==> src/rtl/scm_fifo_if.sv <==
// Client and storage-side signal bundle for scm_fifo_ctrl.
// slave is the controller view; master is the client/storage view.
interface scm_fifo_if #(
    parameter int ADDR_WIDTH = 5,
    parameter int DATA_WIDTH = 32
);
    logic                  in_valid_i;
    logic                  in_ready_o;
    logic [DATA_WIDTH-1:0] in_data_i;
    logic                  out_valid_o;
    logic                  out_ready_i;
    logic [DATA_WIDTH-1:0] out_data_o;
    logic                  rf_we_o;
    logic [ADDR_WIDTH-1:0] rf_waddr_o;
    logic [DATA_WIDTH-1:0] rf_wdata_o;
    logic                  rf_re_o;
    logic [ADDR_WIDTH-1:0] rf_raddr_o;
    logic [DATA_WIDTH-1:0] rf_rdata_i;
    logic [ADDR_WIDTH:0]   count_o;

    modport slave (
        input  in_valid_i, in_data_i, out_ready_i, rf_rdata_i,
        output in_ready_o, out_valid_o, out_data_o, rf_we_o, rf_waddr_o,
               rf_wdata_o, rf_re_o, rf_raddr_o, count_o
    );

    modport master (
        output in_valid_i, in_data_i, out_ready_i, rf_rdata_i,
        input  in_ready_o, out_valid_o, out_data_o, rf_we_o, rf_waddr_o,
               rf_wdata_o, rf_re_o, rf_raddr_o, count_o
    );
endinterface

==> src/rtl/scm_fifo_ctrl.sv <==
// FIFO controller driving a 1R/1W latch register file with registered read address.
// Optional synchronous flush port enabled by defining SCM_FIFO_FLUSH_EN.
module scm_fifo_ctrl #(
    parameter int ADDR_WIDTH = 5,
    parameter int DATA_WIDTH = 32
) (
    input logic       clk,
    input logic       rst_n,
`ifdef SCM_FIFO_FLUSH_EN
    input logic       flush_i,
`endif
    scm_fifo_if.slave bus
);
    localparam int                DEPTH = 2 ** ADDR_WIDTH;
    localparam logic [ADDR_WIDTH:0] FULL = (ADDR_WIDTH + 1)'(DEPTH);

    logic [ADDR_WIDTH-1:0] wr_ptr;
    logic [ADDR_WIDTH-1:0] rd_ptr;
    logic [ADDR_WIDTH:0]   count;
    logic [ADDR_WIDTH:0]   avail;
    logic [ADDR_WIDTH:0]   count_next;
    logic                  out_valid_q;
    logic                  push;
    logic                  pop;
    logic                  fetch;
    logic                  flush;
    logic [DATA_WIDTH-1:0] head_data;

`ifdef SCM_FIFO_FLUSH_EN
    assign flush = flush_i;
`else
    assign flush = 1'b0;
`endif

    assign bus.in_ready_o  = (count != FULL) && !flush;
    assign push            = bus.in_valid_i && bus.in_ready_o;
    assign bus.out_valid_o = out_valid_q;
    assign pop             = out_valid_q && bus.out_ready_i;

    // avail excludes the entry already parked on the storage read port
    assign avail      = count - {{ADDR_WIDTH{1'b0}}, out_valid_q};
    assign fetch      = (avail != '0) && (!out_valid_q || pop) && !flush;
    assign count_next = count + {{ADDR_WIDTH{1'b0}}, push} - {{ADDR_WIDTH{1'b0}}, pop};

    assign bus.rf_we_o    = push;
    assign bus.rf_waddr_o = wr_ptr;
    assign bus.rf_wdata_o = bus.in_data_i;
    assign bus.rf_re_o    = fetch;
    assign bus.rf_raddr_o = rd_ptr;
    assign head_data      = bus.rf_rdata_i;
    assign bus.out_data_o = head_data;
    assign bus.count_o    = count;

    always_ff @(posedge clk or negedge rst_n) begin
        if (!rst_n) begin
            wr_ptr      <= '0;
            rd_ptr      <= '0;
            count       <= '0;
            out_valid_q <= 1'b0;
        end else if (flush) begin
            wr_ptr      <= '0;
            rd_ptr      <= '0;
            count       <= '0;
            out_valid_q <= 1'b0;
        end else begin
            if (push) wr_ptr <= wr_ptr + ADDR_WIDTH'(1);
            if (fetch) rd_ptr <= rd_ptr + ADDR_WIDTH'(1);
            count       <= count_next;
            out_valid_q <= fetch || (out_valid_q && !pop);
        end
    end
endmodule

==> src/flat_wrapper.sv <==
// flat-port wrapper written by rule: the top's interface ports become plain ports
module scm_fifo_ctrl_flat 
#(
    parameter int ADDR_WIDTH = 5,
    parameter int DATA_WIDTH = 32
)
  (clk, rst_n, bus_in_valid_i, bus_in_data_i, bus_out_ready_i, bus_rf_rdata_i, bus_in_ready_o, bus_out_valid_o, bus_out_data_o, bus_rf_we_o, bus_rf_waddr_o, bus_rf_wdata_o, bus_rf_re_o, bus_rf_raddr_o, bus_count_o);
  scm_fifo_if #(.ADDR_WIDTH(ADDR_WIDTH), .DATA_WIDTH(DATA_WIDTH)) bus_i ();
  input logic clk;
  input logic rst_n;
  input wire logic [$bits(bus_i.in_valid_i)-1:0] bus_in_valid_i;
  input wire logic [$bits(bus_i.in_data_i)-1:0] bus_in_data_i;
  input wire logic [$bits(bus_i.out_ready_i)-1:0] bus_out_ready_i;
  input wire logic [$bits(bus_i.rf_rdata_i)-1:0] bus_rf_rdata_i;
  output wire logic [$bits(bus_i.in_ready_o)-1:0] bus_in_ready_o;
  output wire logic [$bits(bus_i.out_valid_o)-1:0] bus_out_valid_o;
  output wire logic [$bits(bus_i.out_data_o)-1:0] bus_out_data_o;
  output wire logic [$bits(bus_i.rf_we_o)-1:0] bus_rf_we_o;
  output wire logic [$bits(bus_i.rf_waddr_o)-1:0] bus_rf_waddr_o;
  output wire logic [$bits(bus_i.rf_wdata_o)-1:0] bus_rf_wdata_o;
  output wire logic [$bits(bus_i.rf_re_o)-1:0] bus_rf_re_o;
  output wire logic [$bits(bus_i.rf_raddr_o)-1:0] bus_rf_raddr_o;
  output wire logic [$bits(bus_i.count_o)-1:0] bus_count_o;
  assign bus_i.in_valid_i = bus_in_valid_i;
  assign bus_i.in_data_i = bus_in_data_i;
  assign bus_i.out_ready_i = bus_out_ready_i;
  assign bus_i.rf_rdata_i = bus_rf_rdata_i;
  assign bus_in_ready_o = bus_i.in_ready_o;
  assign bus_out_valid_o = bus_i.out_valid_o;
  assign bus_out_data_o = bus_i.out_data_o;
  assign bus_rf_we_o = bus_i.rf_we_o;
  assign bus_rf_waddr_o = bus_i.rf_waddr_o;
  assign bus_rf_wdata_o = bus_i.rf_wdata_o;
  assign bus_rf_re_o = bus_i.rf_re_o;
  assign bus_rf_raddr_o = bus_i.rf_raddr_o;
  assign bus_count_o = bus_i.count_o;
  scm_fifo_ctrl #(.ADDR_WIDTH(ADDR_WIDTH), .DATA_WIDTH(DATA_WIDTH)) u_core (.clk(clk), .rst_n(rst_n), .bus(bus_i));
endmodule
==> config.mk <==
export PLATFORM = sky130hd
export DESIGN_NAME = scm_fifo_ctrl_flat
export DESIGN_NICKNAME = d
export VERILOG_FILES = /design/src/rtl/scm_fifo_if.sv /design/src/rtl/scm_fifo_ctrl.sv /design/src/flat_wrapper.sv
export SDC_FILE = /design/constraint.sdc
export NUM_CORES = 1
export LEC_CHECK = 0
export BUFFER_PORTS_ARGS = -buffer_cell sky130_fd_sc_hd__buf_2
export CORE_UTILIZATION = 37
export CTS_BUF_LIST = sky130_fd_sc_hd__clkbuf_8
export DETAILED_ROUTE_END_ITERATION = 8
export PLACE_DENSITY_LB_ADDON = 0.1
export SETUP_SLACK_MARGIN = 0.2
export SLEW_MARGIN = 20
export SYNTH_ARGS = -nofsm -noshare
export SYNTH_HDL_FRONTEND = slang
export SYNTH_SLANG_ARGS = --single-unit
==> constraint.sdc <==
create_clock -name clk -period 3.4 [get_ports clk]
set_clock_uncertainty 0.15 [all_clocks]
set_input_delay 0.17 -clock clk [delete_from_list [all_inputs] [get_ports clk]]
set_output_delay 0.17 -clock clk [all_outputs]
set_load 0.05 [all_outputs]
==> metrics.md, run 1 <==
| Metric | Value |
|---|---|
| Outcome | finished clean |
| Leakage power | 0.000641 uW |
| Resized Gates After CTS | 0 |
| Combinational Power Share | 0.654 |
| Part of the total power dissipated in sequential elements | 0.249 |
| Maximum number of pins on one net before global-route repair | 18 |
| Fin crit share | 0.765 |
| Synthesized area | 1530 um^2 |
| Antenna Diode Count | 0 |
| Die area | 4390 um^2 |
| Final #Nets | 207 |
| Critical path fanouts, max | 5 |
| Aggregate routed wire length | a little over 3 mm |
| GRT Resource Usage Total | 0.152 |
| Placeable core region | between 3000 and 4000 um^2 |
| Source of the worst register-to-register timing path | u_core.bus.count_o[2] |
| Number of buffers on the longest clock path | 2 |
| Via count of the first global-routing pass | 939 |
| Worst path setup slack after routing | 0.800 ns |
| Worst setup path category | flop to flop |
| Net Count, Synth | 242 |
| Count of pins over their slew limit | 0 |
| Post-synthesis sequential area ratio | 0.278 |
| Post-synth top area share | 0.314 |
| Timing-limited maximum frequency | 385 MHz |
| Syn. warnings | 0 |
| Internal cell power | 744 uW |
| Power density over the cells | about 1300 nW/um^2 |
| Number of library cell types mapped by synthesis | 24 |
| Placed Area | 1230 um^2 |
| Final weighted congestion in routability-driven placement | 0.752 |
| Register clock-pin slew on the reported worst setup and hold paths | 0.07 ns |
| Data arrival time of the critical path | 2.64 ns |
| Number of failing hold endpoints at the final stage | 0 |
| Synthesis-to-layout area growth | -15.9% |
| Required @ worst endpoint | 3.44 ns |
| Remaining global-route overflow | 0 |
| Drt via density | 4.97 |
| Final setup violation count | 0 |
| Share of total power in the clock network | 0.097 |
| Cts bufs inserted | 3 |
| NetSw | 924 uW |
| TritonCTS clock tree | yes |
| Mean area per synthesized cell | between 9 and 10 um^2 |
| Starting Density | 0.385 |
| Number of fillers in the final layout | 422 |
| Post-DP HPWL | 2.44 mm |
| Final critical delay including setup and external delays | 2.60 ns |
| Clock network latency to the later pin of the worst-skew pair | 0.26 ns |
| Post-placement worst setup slack | between 0.8 and 0.9 ns |
| Initial antenna violation count | 0 |
| Final-layout worst hold slack | 0.112 ns |
| Crit path capture type | flop |
| Slew margin rel. | 0.669 |
| Launch instance of the worst min-delay path | bus_in_valid_i |
| Die height | 66.3 um |
| Finished Cell Area | 1290 um^2 |
| Post-synthesis cell type with the largest combined area | buf_4 |
| Setup TNS after final layout | 0 ns |
| Synthesis-stage register bit count | 17 |
| Number of top-level design ports | 152 |
| Detailed-routing iteration count for the pre-antenna-repair pass | 4 |
| Wire length of the first global-routing pass | 4.87 mm |
| Most frequent cells in the layout | 23 x buf_2, 15 x ha_1, 14 x dfrtp_1 |
| Hold Path Class | primary input to flop |
| CTS H-tree depth | 1 |
| Maximum capacitance violations | 0 |
| Average wire per standard cell | 18.0 um |
| Net Sw Frac | 0.554 |
| Post-CTS setup buffer count | 0 |
| Kind of launch point of the worst setup path | flop |
| Top cells by area, synth | buf_4 31%, dfrtp_1 28%, ha_1 12% |
| # port buffers | 23 |
| Post-synthesis instance total | 158 |
| Total DRC errors in the routed layout | 0 |
| Fraction of layout instances using a drive strength above 1 | 0.295 |
| Sink count of the clock tree | 17 |
| VDD IR max | 0.359 mV |
| Number of DRC markers after the initial detailed-route iteration | 35 |
| Post-route ant nets | 0 |
| Post-route core utilization | 0.324 |
| Most frequent standard cell in the layout excluding fill and tap cells | buf_2 |
| Cell chosen for the clock root | clkbuf_8 |
| RSZ-0062 raised after global routing | no |
| Die X-Extent | ~66 um |
| Critical Path Source | u_core.bus.count_o[2] |
| Transition time at the pin with the least slew margin | 0.493 ns |
| Total via count in the routed design | approximately 850 |
| Core Rows | 23 |
[final timing paths]
| path | end | slack, ns | depth (start not counted) |
|---|---|---|---|
| worst max-delay path | u_core.bus.count_o[4] | 0.80 | 12 |
| worst min-delay path | u_core.bus.rf_waddr_o[0] | 0.11 | 3 |
| worst max register to register | u_core.bus.count_o[4] | 0.80 | 12 |
| worst min register to register | u_core.bus.rf_raddr_o[4] | 0.32 | 1 |
| max in group asynchronous | u_core.bus.count_o[2] | 2.58 | 2 |
| min in group asynchronous | u_core.bus.count_o[3] | 0.21 | 2 |
[sequential cells by signal (all words and copies together), names as in the netlist]
register	cells
u_core.bus.rf_raddr_o	5
u_core.bus.count_o	6
u_core.bus.out_valid_o	1
u_core.bus.rf_waddr_o	5
[per-stage QoR]
stage / std cells / power [uW]
after floorplan: 158 / 1470
after global placement: 167 / 1520
after detailed placement: 167 / 1520
after CTS: 172 / 1690
after global routing: 172 / 1800
final: 172 / 1670
[critical path: stages, from the launching register on]
cell and delay [ns]:
dfrtp_2 0.40, inv_1 0.11, ha_1 0.24, nand4_1 0.09
nand2_1 0.13, ha_1 0.30, inv_1 0.04, ha_1 0.20
fa_1 0.41, a21oi_1 0.15, nor2_1 0.05, nor2_1 0.10
xor2_1 0.15
[routing by layer]
metal | share of wire | track usage | routed length (um)
met5 | 0 | 0 | 0
met4 | 0.11 | 0.178 | 346
met3 | 0.12 | 0.0569 | 371
met2 | 0.40 | 0.213 | 1230
met1 | 0.37 | 0.162 | 1140
[logic make-up (layout without fill, tap and decap cells)]
| kind of cell | Yosys count | count (layout) | synth area share |
|---|---|---|---|
| buffers and inverters | 76 | 40 | 0.344 |
| and+or+nand+nor | 22 | 22 | 0.0941 |
| DFF | 17 | 17 | 0.278 |
| adders and majority gates | 16 | 16 | 0.136 |
| xor gates and xnor gates | 14 | 14 | 0.0802 |
| AOI/OAI and AO/OA | 12 | 12 | 0.0581 |
| muxes | 1 | 1 | 0.00982 |
[synthesized netlist by cell type]
library cell / number
xnor2_1: 8
a31oi_4: 1
mux2_4: 1
nor4b_4: 1
inv_1: 11
nor2_1: 2
nand2_1: 7
ha_1: 15
buf_4: 64
nor3_1: 1
nand3_1: 1
xor2_1: 6
a21boi_2: 1
nand4_1: 6
a21oi_1: 6
fa_1: 1
o21bai_1: 2
o21ai_0: 1
a31oi_1: 1
nand2b_1: 2
dfrtp_1: 17
and2_1: 1
inv_2: 1
nand3b_4: 1
[power groups by stage]
stage / Clock [uW] / Sequential (uW) / Combinational (uW)
after floorplan: 0 / 753 / 718
after global placement: 0 / 418 / 1100
after detailed placement: 0 / 423 / 1100
after CTS: 169 / 419 / 1110
after global routing: 177 / 435 / 1190
final: 162 / 415 / 1090
[repair_timing]
item	4_1_cts	5_1_grt
hold buffers	1	0
endpoints found under the hold margin	17	0
endpoints found under the setup margin	0	0
[area by class of cell]
type | count | area (um^2) | area share
inverter | 12 | 45.0 | 0.0350
clock buffer | 3 | 41.3 | 0.0321
clock inverter | 1 | 5.00 | 0.00389
sequential | 17 | 429 | 0.334
multi-input combinational | 65 | 578 | 0.449
tap | 50 | 62.6 | 0.0486
timing repair buffer | 24 | 125 | 0.0973
(Power assumes the default switching activity.)
==> inputs of run 2 (changes only) <==
Clock period 3.4 ns to 2.6 ns, I/O delays scaled along.
==> run 2 against run 1 <==
  * Setup slack got worse by 0.53 ns
  * Largest cell class unchanged
  * Largest power group unchanged
  * First-iteration DRC count decreased by 49%
  * Die area unchanged
  * Critical path type unchanged
  * Clock power increased by 22%
  * Worst hold slack got worse by 0.0024 ns
  * Combinational power increased by 54%
  * Non-clock buffer count increased by 12
  * Fmax increased by 11%
==> metrics.md, run 2 (synthesis results as in run 1) <==
| Metric | Value |
|---|---|
| Outcome | finished clean |
| Largest register FFs | 6 |
| Kind of launch point of the worst setup path | flop |
| Worst setup path category | flop to flop |
| Launch instance of the worst min-delay path | bus_rf_rdata_i[12] |
| Most frequent standard cell in the layout excluding fill and tap cells | buf_2 |
| Slew margin rel. | 0.720 |
| RSZ-0062 raised after global routing | yes |
| Final weighted congestion in routability-driven placement | 0.722 |
| Number of fillers in the final layout | 413 |
| Most frequent cells in the layout | 22 x buf_2, 13 x buf_4, 11 x dfrtp_1 |
| Number of failing hold endpoints at the final stage | 0 |
| Post-route ant nets | 0 |
| Cell chosen for the clock root | clkbuf_8 |
| Remaining global-route overflow | 0 |
| Share of total power in the clock network | 0.081 |
| Timing-limited maximum frequency | 429 MHz |
| Required @ worst endpoint | 2.63 ns |
| VDD IR max | between 0.6 and 0.7 mV |
| Number of top-level design ports | 152 |
| Post-DP HPWL | 2.26 mm |
| Fin crit share | 0.897 |
| Initial antenna violation count | 0 |
| Wire length of the first global-routing pass | about 4.3 mm |
| Number of buffers on the longest clock path | 2 |
| Finished Cell Area | 1480 um^2 |
| CTS H-tree depth | 1 |
| Sink count of the clock tree | 17 |
| Register clock-pin slew on the reported worst setup and hold paths | ~0.07 ns |
| Crit path capture type | flop |
| Total via count in the routed design | slightly below 900 |
| Number of DRC markers after the initial detailed-route iteration | 18 |
| Worst reg2reg endpoint | u_core.bus.count_o[4] |
| Final #Nets | 219 |
| Die X-Extent | 66.3 um |
| Placed Area | 1310 um^2 |
| Critical path fanouts, max | 4 |
| Leakage power | ~0.0007 uW |
| Post-placement worst setup slack | 0.193 ns |
| GRT Resource Usage Total | 0.133 |
| Count of pins over their slew limit | 0 |
| Internal cell power | 1160 uW |
| NetSw | 1280 uW |
| Combinational Power Share | 0.690 |
| Synthesis-to-layout area growth | -3.52% |
| Worst path setup slack after routing | about 0.27 ns |
| Data arrival time of the critical path | around 2.4 ns |
| Hold Path Class | primary input to primary output |
| Final setup violation count | 0 |
| Transition time at the pin with the least slew margin | 0.421 ns |
| Net Sw Frac | 0.526 |
| Core Rows | 23 |
| Source of the worst register-to-register timing path | u_core.bus.count_o[4] |
| Detailed-routing iteration count for the pre-antenna-repair pass | 4 |
| Flop2flop setup slack | 0.27 ns |
| Antenna Diode Count | 0 |
| Fraction of layout instances using a drive strength above 1 | 0.493 |
| Maximum number of pins on one net before global-route repair | 18 |
| Final critical delay including setup and external delays | 2.33 ns |
| Placed instance count | 168 |
| Die height | 66.3 um |
| Part of the total power dissipated in sequential elements | 0.229 |
| Cells on worst reg2reg path | 12 |
| Total DRC errors in the routed layout | 0 |
| Cts bufs inserted | 3 |
| Aggregate routed wire length | 3.04 mm |
| Average wire per standard cell | 16.5 um |
| Drt via density | 4.78 |
| Setup TNS after final layout | 0 ns |
| Hold Path Stages | 0 |
| Placeable core region | 3970 um^2 |
| TritonCTS clock tree | yes |
| Starting Density | 0.385 |
| # port buffers | 23 |
| Clock network latency to the later pin of the worst-skew pair | 0.25 ns |
| Power density over the cells | 1650 nW/um^2 |
| Sink of the worst hold path | bus_out_data_o[12] |
| Total power | 2440 uW |
| Via count of the first global-routing pass | ~860 |
| Maximum capacitance violations | 0 |
| Non-filler instance count after layout | 184 |
| Die area | between 4000 and 5000 um^2 |
==> run 2: cell count changes in the layout (fill, tap and decap cells not counted), sizes merged <==
cell	change
buf	+12
==> run 2: through the flow <==
stage / hold slack [ns] / utilization
2_1_floorplan: -0.316 / -
3_3_place_gp: -0.0604 / 0.329
3_5_place_dp: -0.0560 / 0.329
4_1_cts: 0.0637 / 0.343
5_1_grt: 0.110 / 0.371
6_report: 0.110 / 0.371
==> run 2: what timing repair did <==
action,CTS,global route
hold buffers,1,0
setup endpoints to repair,2,3
gates cloned,0,0
pin swaps,2,10
buffers inserted,0,11
endpoints found under the hold margin,17,0
resized for setup,0,8
==> run 2: power by group through the flow <==
stage          clock network [uW]  logic (uW)  registers, uW
5_1_grt                       224        1830            580
4_1_cts                       216        1510            563
2_1_floorplan                   0         995           1000
3_3_place_gp                    0        1510            563
3_5_place_dp                    0        1510            567
6_report                      198        1680            558
==> run 2: layer usage <==
layer  vias to the layer above  routed length [um]  GRT usage
met1                       396                1190      0.158
met2                        65                1350      0.175
met4                         0                 153      0.112
li1                        397                   -          -
met3                        22                 344     0.0655
met5                         -                   0          0
==> run 2: worst max path at each step <==
stage	start	to	slack, ns
2_1_floorplan	u_core.bus.count_o[2]	u_core.bus.count_o[4]	-0.31
3_3_place_gp	u_core.bus.count_o[2]	u_core.bus.count_o[5]	0.24
3_5_place_dp	u_core.bus.count_o[2]	u_core.bus.count_o[5]	0.19
4_1_cts	u_core.bus.count_o[1]	bus_rf_re_o	0.20
5_1_grt	u_core.bus.count_o[2]	u_core.bus.count_o[4]	0.17
6_report	u_core.bus.count_o[4]	u_core.bus.count_o[4]	0.27
==> run 2: cell type report <==
| class | count | area (um^2) | share of cell area |
|---|---|---|---|
| clock inverters | 1 | 5.00 | 0.00339 |
| inverters | 12 | 50.0 | 0.0339 |
| clock buffers | 3 | 41.3 | 0.0280 |
| repair buffers | 36 | 218 | 0.148 |
| multi-input cells | 65 | 666 | 0.451 |
| flip-flops and latches | 17 | 433 | 0.293 |
| well taps | 50 | 62.6 | 0.0424 |
==> run 2: critical path, cell delays in order, from the launching register on <==
cell and delay [ns]:
dfrtp_2 0.39, inv_2 0.07, ha_4 0.16, nand4_1 0.10, nand2_2 0.09, ha_4 0.26
inv_2 0.04, ha_4 0.15, fa_2 0.38, a21oi_2 0.15, nor2_1 0.06, nor2_1 0.12
xor2_1 0.14
